`src/rtl/ahb_pkg.sv`:
```
// Shared encodings for the AHB response mux: transfer types, response codes,
// slave count and the registered data-phase select.
// Pure definitions, no logic; imported by the mux and its default slave.
package ahb_pkg;

  typedef enum logic [1:0] {
    HTRANS_IDLE   = 2'b00,
    HTRANS_BUSY   = 2'b01,
    HTRANS_NONSEQ = 2'b10,
    HTRANS_SEQ    = 2'b11
  } htrans_e;

  localparam logic HRESP_OKAY  = 1'b0;
  localparam logic HRESP_ERROR = 1'b1;

  // Four real slaves plus the internal default slave on the last index.
  localparam int NUM_SLAVES = 5;

  typedef enum logic [2:0] {
    DSEL_S0   = 3'd0,
    DSEL_S1   = 3'd1,
    DSEL_S2   = 3'd2,
    DSEL_S3   = 3'd3,
    DSEL_DEF  = 3'd4,
    DSEL_NONE = 3'd7
  } dsel_e;

  typedef enum logic [1:0] {
    DS_IDLE = 2'd0,
    DS_ERR1 = 2'd1,
    DS_ERR2 = 2'd2
  } ds_state_e;

  // Lowest asserted select wins; nothing asserted means no data phase owner.
  function automatic dsel_e resolve_sel(input logic [NUM_SLAVES-1:0] sel);
    dsel_e r;
    r = DSEL_NONE;
    for (int i = NUM_SLAVES - 1; i >= 0; i--) begin
      if (sel[i]) r = dsel_e'(3'(i));
    end
    return r;
  endfunction

endpackage

```
`src/rtl/ahb_default_slave.sv`:
```
// Default slave for unmapped addresses: two-cycle ERROR for active transfers.
// Latency: IDLE/BUSY answered zero-wait OKAY; NONSEQ/SEQ get ERR1 (wait) then ERR2.
// Backpressure: only samples a new transfer when hready_in=1; never times out.
module ahb_default_slave
  import ahb_pkg::*;
(
  input  logic       HCLK,
  input  logic       HRESETn,
  input  logic       sel,
  input  logic [1:0] htrans,
  input  logic       hready_in,
  output logic       hreadyout,
  output logic       hresp
);

  ds_state_e state;
  logic      start;

  // An active transfer addressed to us and accepted by the bus this cycle.
  assign start = sel && hready_in &&
                 ((htrans == HTRANS_NONSEQ) || (htrans == HTRANS_SEQ));

  // Error-response FSM with outputs registered alongside the state.
  always_ff @(posedge HCLK or negedge HRESETn) begin
    if (!HRESETn) begin
      state     <= DS_IDLE;
      hreadyout <= 1'b1;
      hresp     <= HRESP_OKAY;
    end else begin
      case (state)
        DS_IDLE: begin
          if (start) begin
            state     <= DS_ERR1;
            hreadyout <= 1'b0;
            hresp     <= HRESP_ERROR;
          end
        end
        DS_ERR1: begin
          state     <= DS_ERR2;
          hreadyout <= 1'b1;
          hresp     <= HRESP_ERROR;
        end
        DS_ERR2: begin
          if (start) begin
            state     <= DS_ERR1;
            hreadyout <= 1'b0;
            hresp     <= HRESP_ERROR;
          end else begin
            state     <= DS_IDLE;
            hreadyout <= 1'b1;
            hresp     <= HRESP_OKAY;
          end
        end
        default: begin
          state     <= DS_IDLE;
          hreadyout <= 1'b1;
          hresp     <= HRESP_OKAY;
        end
      endcase
    end
  end

endmodule

```
`src/rtl/ahb_resp_mux_s5.sv`:
```
// AHB data-phase response mux for four slaves plus an internal default slave.
// Latency: zero added; outputs follow the slave latched at the last HREADY=1 edge.
// Backpressure: a slave holding HREADYOUT low stalls the bus indefinitely.
// Optional AHB_MUX_ERRCNT_EN adds a saturating default-slave error counter (ERRCNT/ERRCLR).
module ahb_resp_mux_s5
  import ahb_pkg::*;
#(
  parameter int DW = 32
)
(
  input  logic          HCLK,
  input  logic          HRESETn,
  input  logic          HSEL0,
  input  logic          HSEL1,
  input  logic          HSEL2,
  input  logic          HSEL3,
  input  logic          HSEL4,
  input  logic [1:0]    HTRANS,
  input  logic [DW-1:0] HRDATA0,
  input  logic [DW-1:0] HRDATA1,
  input  logic [DW-1:0] HRDATA2,
  input  logic [DW-1:0] HRDATA3,
  input  logic          HREADYOUT0,
  input  logic          HREADYOUT1,
  input  logic          HREADYOUT2,
  input  logic          HREADYOUT3,
  input  logic          HRESP0,
  input  logic          HRESP1,
  input  logic          HRESP2,
  input  logic          HRESP3,
  output logic [DW-1:0] HRDATA,
  output logic          HREADY,
  output logic          HRESP
`ifdef AHB_MUX_ERRCNT_EN
  ,
  output logic [15:0]   ERRCNT,
  input  logic          ERRCLR
`endif
);

  dsel_e dsel;
  dsel_e sel_res;
  logic  def_sel;
  logic  def_ready;
  logic  def_resp;

  assign sel_res = resolve_sel({HSEL4, HSEL3, HSEL2, HSEL1, HSEL0});
  // The default slave only sees a transfer that wins priority resolution.
  assign def_sel = (sel_res == DSEL_DEF);

  // Latch the address-phase owner whenever the bus accepts a new address.
  always_ff @(posedge HCLK or negedge HRESETn) begin
    if (!HRESETn) begin
      dsel <= DSEL_NONE;
    end else if (HREADY) begin
      dsel <= sel_res;
    end
  end

  ahb_default_slave u_default_slave (
    .HCLK      (HCLK),
    .HRESETn   (HRESETn),
    .sel       (def_sel),
    .htrans    (HTRANS),
    .hready_in (HREADY),
    .hreadyout (def_ready),
    .hresp     (def_resp)
  );

  // Route the data-phase owner's response straight through to the master.
  always_comb begin
    HRDATA = '0;
    HREADY = 1'b1;
    HRESP  = HRESP_OKAY;
    case (dsel)
      DSEL_S0: begin
        HRDATA = HRDATA0;
        HREADY = HREADYOUT0;
        HRESP  = HRESP0;
      end
      DSEL_S1: begin
        HRDATA = HRDATA1;
        HREADY = HREADYOUT1;
        HRESP  = HRESP1;
      end
      DSEL_S2: begin
        HRDATA = HRDATA2;
        HREADY = HREADYOUT2;
        HRESP  = HRESP2;
      end
      DSEL_S3: begin
        HRDATA = HRDATA3;
        HREADY = HREADYOUT3;
        HRESP  = HRESP3;
      end
      DSEL_DEF: begin
        HRDATA = '0;
        HREADY = def_ready;
        HRESP  = def_resp;
      end
      default: begin
        HRDATA = '0;
        HREADY = 1'b1;
        HRESP  = HRESP_OKAY;
      end
    endcase
  end

`ifdef AHB_MUX_ERRCNT_EN
  logic err_entry;

  // Same condition that moves the default slave into ERR1; it cannot hold
  // while already in ERR1 because the bus is stalled then.
  assign err_entry = def_sel && HREADY &&
                     ((HTRANS == HTRANS_NONSEQ) || (HTRANS == HTRANS_SEQ));

  // Saturating error counter; clear wins over a simultaneous increment.
  always_ff @(posedge HCLK or negedge HRESETn) begin
    if (!HRESETn) begin
      ERRCNT <= 16'd0;
    end else if (ERRCLR) begin
      ERRCNT <= 16'd0;
    end else if (err_entry && (ERRCNT != 16'hFFFF)) begin
      ERRCNT <= ERRCNT + 16'd1;
    end
  end
`endif

endmodule

```
`config.mk`:
```
export PLATFORM = sky130hd
export DESIGN_NAME = ahb_resp_mux_s5
export DESIGN_NICKNAME = d
export VERILOG_FILES = /design/src/rtl/ahb_pkg.sv /design/src/rtl/ahb_default_slave.sv /design/src/rtl/ahb_resp_mux_s5.sv
export SDC_FILE = /design/constraint.sdc
export NUM_CORES = 1
export LEC_CHECK = 0
export ABC_AREA = 1
export BUFFER_PORTS_ARGS = -buffer_cell sky130_fd_sc_hd__buf_2
export CAP_MARGIN = 20
export CORE_ASPECT_RATIO = 0.8
export CORE_MARGIN = 4
export CORE_UTILIZATION = 33
export CTS_BUF_LIST = sky130_fd_sc_hd__clkbuf_8 sky130_fd_sc_hd__clkbuf_16
export CTS_CLUSTER_DIAMETER = 150
export DETAILED_ROUTE_END_ITERATION = 6
export GPL_ROUTABILITY_DRIVEN = 0
export PLACE_DENSITY = 0.87
export SLEW_MARGIN = 10
export SYNTH_ARGS = -nofsm -noshare
export SYNTH_HDL_FRONTEND = slang
export SYNTH_SLANG_ARGS = --single-unit
```
`constraint.sdc`:
```
create_clock -name HCLK -period 3.7 [get_ports HCLK]
set_input_delay 1.11 -clock HCLK [delete_from_list [all_inputs] [get_ports HCLK]]
set_output_delay 1.11 -clock HCLK [all_outputs]
set_load 0.005 [all_outputs]
```
==> results of run 1 <==
## worst max path at each step
stage                 end  cells past startpoint                 from  slack, ns
6_report       HRDATA[17]                      6  dsel[0]$_DFFE_PN1N_       0.64
5_1_grt         HRDATA[7]                      6  dsel[1]$_DFFE_PN1N_       0.47
4_1_cts        HRDATA[17]                      6  dsel[0]$_DFFE_PN1N_       0.62
3_5_place_dp        HRESP                      6               HRESP3       0.84
3_3_place_gp        HRESP                      6               HRESP3       0.85
2_1_floorplan       HRESP                      4               HRESP3       1.10
## cell type report
cell class	count	share of cell area
inverter	44	0.0734
timing repair buffer	183	0.414
tap	52	0.0289
clock buffer	3	0.0183
sequential	7	0.0800
multi-input combinational	171	0.384
clock inverter	1	0.00222
## worst max-delay path, stage by stage, from the launching register on
cell and delay [ns]:
dfstp_2 0.59, nand3_1 0.09, inv_1 0.43, buf_4 0.31
nand2_1 0.08, o2111ai_1 0.08, buf_2 0.15
## cell families (layout without fill, tap and decap cells)
group	count (synthesis)	in the layout
flops	7	7
simple gates	130	130
buf+inv	57	231
compound gates	41	41
## state kept, by name, indices dropped and copies added, names as in the netlist
signal / flops
u_default_slave.hreadyout: 1
dsel: 3
u_default_slave.hresp: 1
u_default_slave.state: 2
## layer usage
metal	GRT usage	vias up	wire [um]
met5	0	-	0
met3	0.0323	8	461
met1	0.252	934	2290
met4	0.0689	0	97
li1	-	1128	-
met2	0.390	114	2820
## through the flow
| stage | hold slack [ns] | worst slack [ns] | utilization | power [mW] | cell area, um^2 |
|---|---|---|---|---|---|
| 6_report | 0.453 | 0.640 | 0.627 | 1.33 | 2250 |
| 5_1_grt | 0.476 | 0.469 | 0.627 | 1.48 | 2250 |
| 4_1_cts | 0.459 | 0.623 | 0.627 | 1.35 | 2250 |
| 3_5_place_dp | 0.454 | 0.844 | 0.614 | 1.23 | 2200 |
| 3_3_place_gp | 0.433 | 0.849 | 0.614 | 1.22 | 2200 |
| 2_1_floorplan | 0.417 | 1.10 | - | 0.784 | 1280 |
## synthesized netlist by cell type (all sizes together)
| master | count |
|---|---|
| nand3 | 8 |
| nor4 | 1 |
| clkbuf | 1 |
| o2111ai | 32 |
| o21ai | 5 |
| dfstp | 4 |
| a21oi | 2 |
| dfrtp | 3 |
| o21bai | 1 |
| nor2 | 8 |
| nand4 | 3 |
| nor3 | 1 |
| a221oi | 1 |
| inv | 44 |
| buf | 12 |
| nand2 | 109 |
## power by group through the flow
| stage | logic, mW | registers [mW] | clock network [mW] |
|---|---|---|---|
| 3_3_place_gp | 1.07 | 0.146 | 0 |
| 3_5_place_dp | 1.08 | 0.148 | 0 |
| 6_report | 1.08 | 0.147 | 0.107 |
| 5_1_grt | 1.21 | 0.154 | 0.117 |
| 4_1_cts | 1.09 | 0.147 | 0.112 |
| 2_1_floorplan | 0.654 | 0.131 | 0 |
==> metrics.yaml, run 1 <==
synthesis:
  synthMuxAreaShare: 0
  synthAdderAreaFrac: 0
  synthTopCellsByArea: "nand2_1 (32%), o2111ai_1 (22%), inv_1 (13%)"
  synth_xor_area_frac: 0
  synth_top_area_frac: 0.316
  synth_top_family_by_area: "simple AND/OR/NAND/NOR gates"
  yosysWarnings: 0
  synthDistinctLibCells: 23
  syn_area_um2: 1280
  syn_inst: 235
  synth-compound-area-share: 0.258
  yosysTopAreaCell: "nand2_1"
  syn_avg_cell_area_um2: 5.46
  ys_seq_elements: 7
  yosys.area_share.simple: 0.414
  synth_nets: 380
  seq_area_frac_synth: 0.140
finish:
  layout_commonest_cell: "buf_2"
  multi_input_area_um2: 863
  nets: 555
  finalNonFillerCells: 461
  antenna_cells: 0
  syn_to_final_growth_pct: 75.3
  num-fill-cells: 333
  regArea_um2: 180
  final_cell_mix: "buf_2 (177), nand2_1 (108), inv_1 (43)"
  drive_gt1_frac: 0.484
job:
  cap_violations: 0
critical_path:
  start_kind: "flop"
  r2r_slack_ns: 2.38
  ff2ff_path_depth: 7
  cp.required_ns: 2.59
  r2r_start: "dsel[1]$_DFFE_PN1N_"
  crit_arrival_ns: 1.95
  r2r-end: "u_default_slave.hresp$_DFFE_PN0P_"
  crit_fanout: 19
  crit_type: "reg -> out"
  worstSetupEndpointType: "output port"
timing:
  min_period_ns: 3.06
  drv_slew: 0
  setup_viol: 0
  finalSetupTns_ns: 0
  hold_viol_final: 0
  tightest_slew_ns: 0.570
  rsz0062_at_grt: "no"
  max-slew-margin-rel: 0.620
  max_freq_ghz: 0.327
  finClkSkew_ns: 0.00367
  fin_crit_sh: 0.827
clock_network:
  clock-root-buffer: "clkbuf_8"
  post_cts_resized: 0
  htree_levels: 1
  clk_pin_slew_ns: 0.04
  cts_tree: "built"
  cts_setup_buffers: 0
  cts_num_sinks: 7
  cts_hold_buf: 0
  cts_buffer_depth: 2
  numCtsBuffers: 3
  worstSkewPairLatency_ns: 0.23
drt:
  drt_iter0_drc: 89
  via_count: 2184
  ant_nets: 0
  drc: 0
  wirelength_um: 5670
  dr.pass1.iters: 4
  vias_per_cell: 4.74
  routedWlPerCell_um: 12.3
floorplan:
  rows: 19
  num_io_pins: 179
  coreArea_um2: 3590
  die_y_um: 63.8
  initial_core_util: 0.358
  die-area_um2: 4960
  fp.dieW_um: 77.7
global_route:
  antenna_found_initial: 0
  grt_pass1_wl_um: 8830
  grt_overflow_total: 0
  grt_max_degree: 22
  grt_pass1_vias: 1993
  grt_usage: 0.212
hold_path:
  min_path_cells: 1
  hold_end: "u_default_slave.state[1]$_DFFE_PN0P_"
  hold_path.class: "reg -> reg"
  min_from: "u_default_slave.state[1]$_DFFE_PN0P_"
power:
  p_per_area_nw_per_um2: 591
  power_frac_clock: 0.080
  p_leak_nw: 1.37
  p_comb_frac: 0.809
  p_sw_mw: 0.664
  vdd_ir_drop_max_uv: 404
  swShare: 0.500
  internal_power_mw: 0.665
  seqPwrFrac: 0.111
placed_design:
  dp_hpwl_um: 4740
  io_buffer_count: 177
  place_inst: 457
run_status:
  outcome: "completed"
No activity file was read; power rests on OpenSTA's default activity.
==> inputs of run 2 (changes only) <==
--- a/config.mk
+++ b/config.mk
@@ -5,17 +5,17 @@
 export SDC_FILE = /design/constraint.sdc
 export NUM_CORES = 1
 export LEC_CHECK = 0
-export ABC_AREA = 1
+export ABC_AREA = 0
 export BUFFER_PORTS_ARGS = -buffer_cell sky130_fd_sc_hd__buf_2
 export CAP_MARGIN = 20
 export CORE_ASPECT_RATIO = 0.8
 export CORE_MARGIN = 4
-export CORE_UTILIZATION = 33
+export CORE_UTILIZATION = 29
 export CTS_BUF_LIST = sky130_fd_sc_hd__clkbuf_8 sky130_fd_sc_hd__clkbuf_16
 export CTS_CLUSTER_DIAMETER = 150
 export DETAILED_ROUTE_END_ITERATION = 6
 export GPL_ROUTABILITY_DRIVEN = 0
-export PLACE_DENSITY = 0.87
+export PLACE_DENSITY = 0.78
 export SLEW_MARGIN = 10
 export SYNTH_ARGS = -nofsm -noshare
 export SYNTH_HDL_FRONTEND = slang
==> constraint.sdc (replaced) <==
create_clock -name HCLK -period 2.5 [get_ports HCLK]
set_input_delay 0.75 -clock HCLK [delete_from_list [all_inputs] [get_ports HCLK]]
set_output_delay 0.75 -clock HCLK [all_outputs]
set_load 0.005 [all_outputs]
==> run 2 against run 1 <==
  * The run now ends with setup timing left
  * Final area increased by 18%
  * Critical path depth decreased by 1
  * Total power decreased by 68%
  * Count of clock-buffer cells in the layout unchanged
  * Non-clock buffer count increased by 8
  * Critical path type unchanged
  * Critical endpoint is now HRDATA[25]
  * Highest routed layer unchanged
==> metrics.yaml, run 2 <==
run_status:
  outcome: "finished, violations left"
  violations: "setup timing"
drt:
  via_count: 1755
  ant_nets: 0
  drt_iter0_drc: 33
  wirelength_um: 5420
  vias_per_cell: 4.89
  drc: 0
  routedWlPerCell_um: 15.1
  dr.pass1.iters: 4
clock_network:
  cts_num_sinks: 7
  htree_levels: 1
  cts_tree: "built"
  cts_hold_buf: 0
  worstSkewPairLatency_ns: 0.22
  cts_buffer_depth: 2
  numCtsBuffers: 3
  clock-root-buffer: "clkbuf_8"
  clk_pin_slew_ns: 0.04
synthesis:
  synth-compound-area-share: 0.0499
  yosys.area_share.simple: 0.191
  synth_ff_type: "dfstp_2"
  ys_seq_elements: 7
  synth_edf_count: 0
  synth_nets: 261
  async_reset_ff_frac: 1.00
  synth_xor_area_frac: 0
  synth_top_area_frac: 0.513
  synthTopCellsByArea: "mux4_2 (51%), and2_1 (14%), dfstp_2 (7.5%)"
  yosysTopAreaCell: "mux4_2"
  syn_avg_cell_area_um2: 12.1
  syn_inst: 116
  synthDistinctLibCells: 24
  syn_area_um2: 1410
  yosysWarnings: 0
  synthTopCellsByCount: "and2_1 (32), mux4_2 (32), nor2_1 (9), buf_6 (4), dfstp_2 (4)"
  synthMuxAreaShare: 0.560
  synthAdderAreaFrac: 0
  synth_top_family_by_area: "multiplexers"
  seq_area_frac_synth: 0.128
critical_path:
  crit_fanout: 7
  crit_arrival_ns: 1.82
  cp.required_ns: 1.75
  path_cells: "buf_6 -> buf_12 -> mux4_2 -> and2_1 -> buf_2"
  worstSetupEndpointType: "output port"
  start_kind: "flop"
  crit_slowest_cell: "dfstp_2"
  crit_family: "flip-flops"
  crit_type: "reg -> out"
  critical-path-max-stage-delay_ns: 0.55
  crit_buf_inv: 3
floorplan:
  coreArea_um2: 4620
  die-area_um2: 6030
  fp.dieW_um: 85.8
  initial_core_util: 0.304
  num_io_pins: 179
  rows: 22
  die_y_um: 70.3
power:
  p_leak_nw: 1.35
  p_per_area_nw_per_um2: 158
  power_mw: 0.419
  vdd_ir_drop_max_uv: 172
global_route:
  antenna_found_initial: 0
  grt_usage: 0.169
  grt_pass1_vias: 1914
  grt_pass1_wl_um: 8220
  grt_overflow_total: 0
  grt_max_degree: 21
placed_design:
  dp_hpwl_um: 4570
  place_ws_ns: 0.124
  place_inst: 348
  io_buffer_count: 177
finish:
  syn_to_final_growth_pct: 88.4
  drive_gt1_frac: 0.829
  biggestRegsByFlops: "dsel (3), u_default_slave.state (2)"
  layout_commonest_cell: "buf_2"
  antenna_cells: 0
  nets: 445
  finalNonFillerCells: 359
  largest-register: "dsel"
  final_cell_mix: "buf_2 (163), mux4_2 (32), and2_1 (18)"
  largest_reg_flops: 3
timing:
  setup_slack_ns: -0.0683
  max-slew-margin-rel: 0.677
  fin_crit_sh: 1.03
  drv_slew: 0
  hold_viol_final: 0
  max_freq_ghz: 0.389
  tightest_slew_ns: 0.484
  min_period_ns: 2.57
  finClkSkew_ns: 0.00167
  setup_viol: 32
  rsz0062_at_grt: "yes"
hold_path:
  hold_path.class: "in -> async"
job:
  cap_violations: 0
[run 2: layout make-up]
cell class | instances | area [um^2]
multi-input cells | 94 | 1160
repair buffers | 191 | 1180
fillers | 429 | 1980
inverters | 3 | 11.3
clock inverters | 1 | 3.75
flip-flops and latches | 7 | 180
well taps | 60 | 75.1
clock buffers | 3 | 41.3
[run 2: timing repair]
item,CTS,global route
pin swaps,15,0
setup endpoints to repair,32,32
gates resized for setup,14,21
gates cloned,2,0
buffers inserted,4,1
[run 2: worst paths after layout]
| kind | endpoint | startpoint | depth (start not counted) | slack (ns) |
|---|---|---|---|---|
| worst max-delay path | HRDATA[25] | dsel[0]$_DFFE_PN1N_ | 5 | -0.07 |
| worst min-delay path | u_default_slave.hresp$_DFFE_PN0P_ | HRESETn | 1 | 0.35 |
| worst max register to register | dsel[0]$_DFFE_PN1N_ | dsel[1]$_DFFE_PN1N_ | 5 | 0.66 |
| worst min register to register | u_default_slave.state[1]$_DFFE_PN0P_ | u_default_slave.state[1]$_DFFE_PN0P_ | 1 | 0.48 |
| max in group asynchronous | dsel[0]$_DFFE_PN1N_ | HRESETn | 1 | 1.92 |
| min in group HCLK | u_default_slave.state[1]$_DFFE_PN0P_ | u_default_slave.state[1]$_DFFE_PN0P_ | 1 | 0.48 |
[run 2: routing by layer]
layer | vias up | track usage | share of wire
li1 | 821 | - | -
met1 | 824 | 0.182 | 0.32
met2 | 106 | 0.334 | 0.54
met3 | 4 | 0.0389 | 0.13
met4 | 0 | 0.0316 | 0.0076
met5 | - | 0 | 0
[run 2: kinds of logic after synthesis]
| group | after synthesis |
|---|---|
| DFF | 7 |
| muxes | 37 |
| buffers and inverters | 15 |
| AOI/OAI and AO/OA | 10 |
| and+or+nand+nor | 47 |
[run 2: through the flow]
stage	utilization	hold WS, ns	instance area [um^2]	TNS [ns]
2_1_floorplan	-	0.427	1410	0
3_3_place_gp	0.512	0.451	2370	0
3_5_place_dp	0.512	0.480	2370	0
4_1_cts	0.551	0.352	2550	-1.54
5_1_grt	0.573	0.355	2650	-3.24
6_report	0.573	0.350	2650	-1.25
[run 2: report_power, final]
group / internal (mW) / leakage, nW / switching [mW]
logic: 0.115 / 1.25 / 0.0433
registers: 0.114 / 0.0781 / 0
clock network: 0.105 / 0.0269 / 0.0416
total: 0.335 / 1.35 / 0.0849
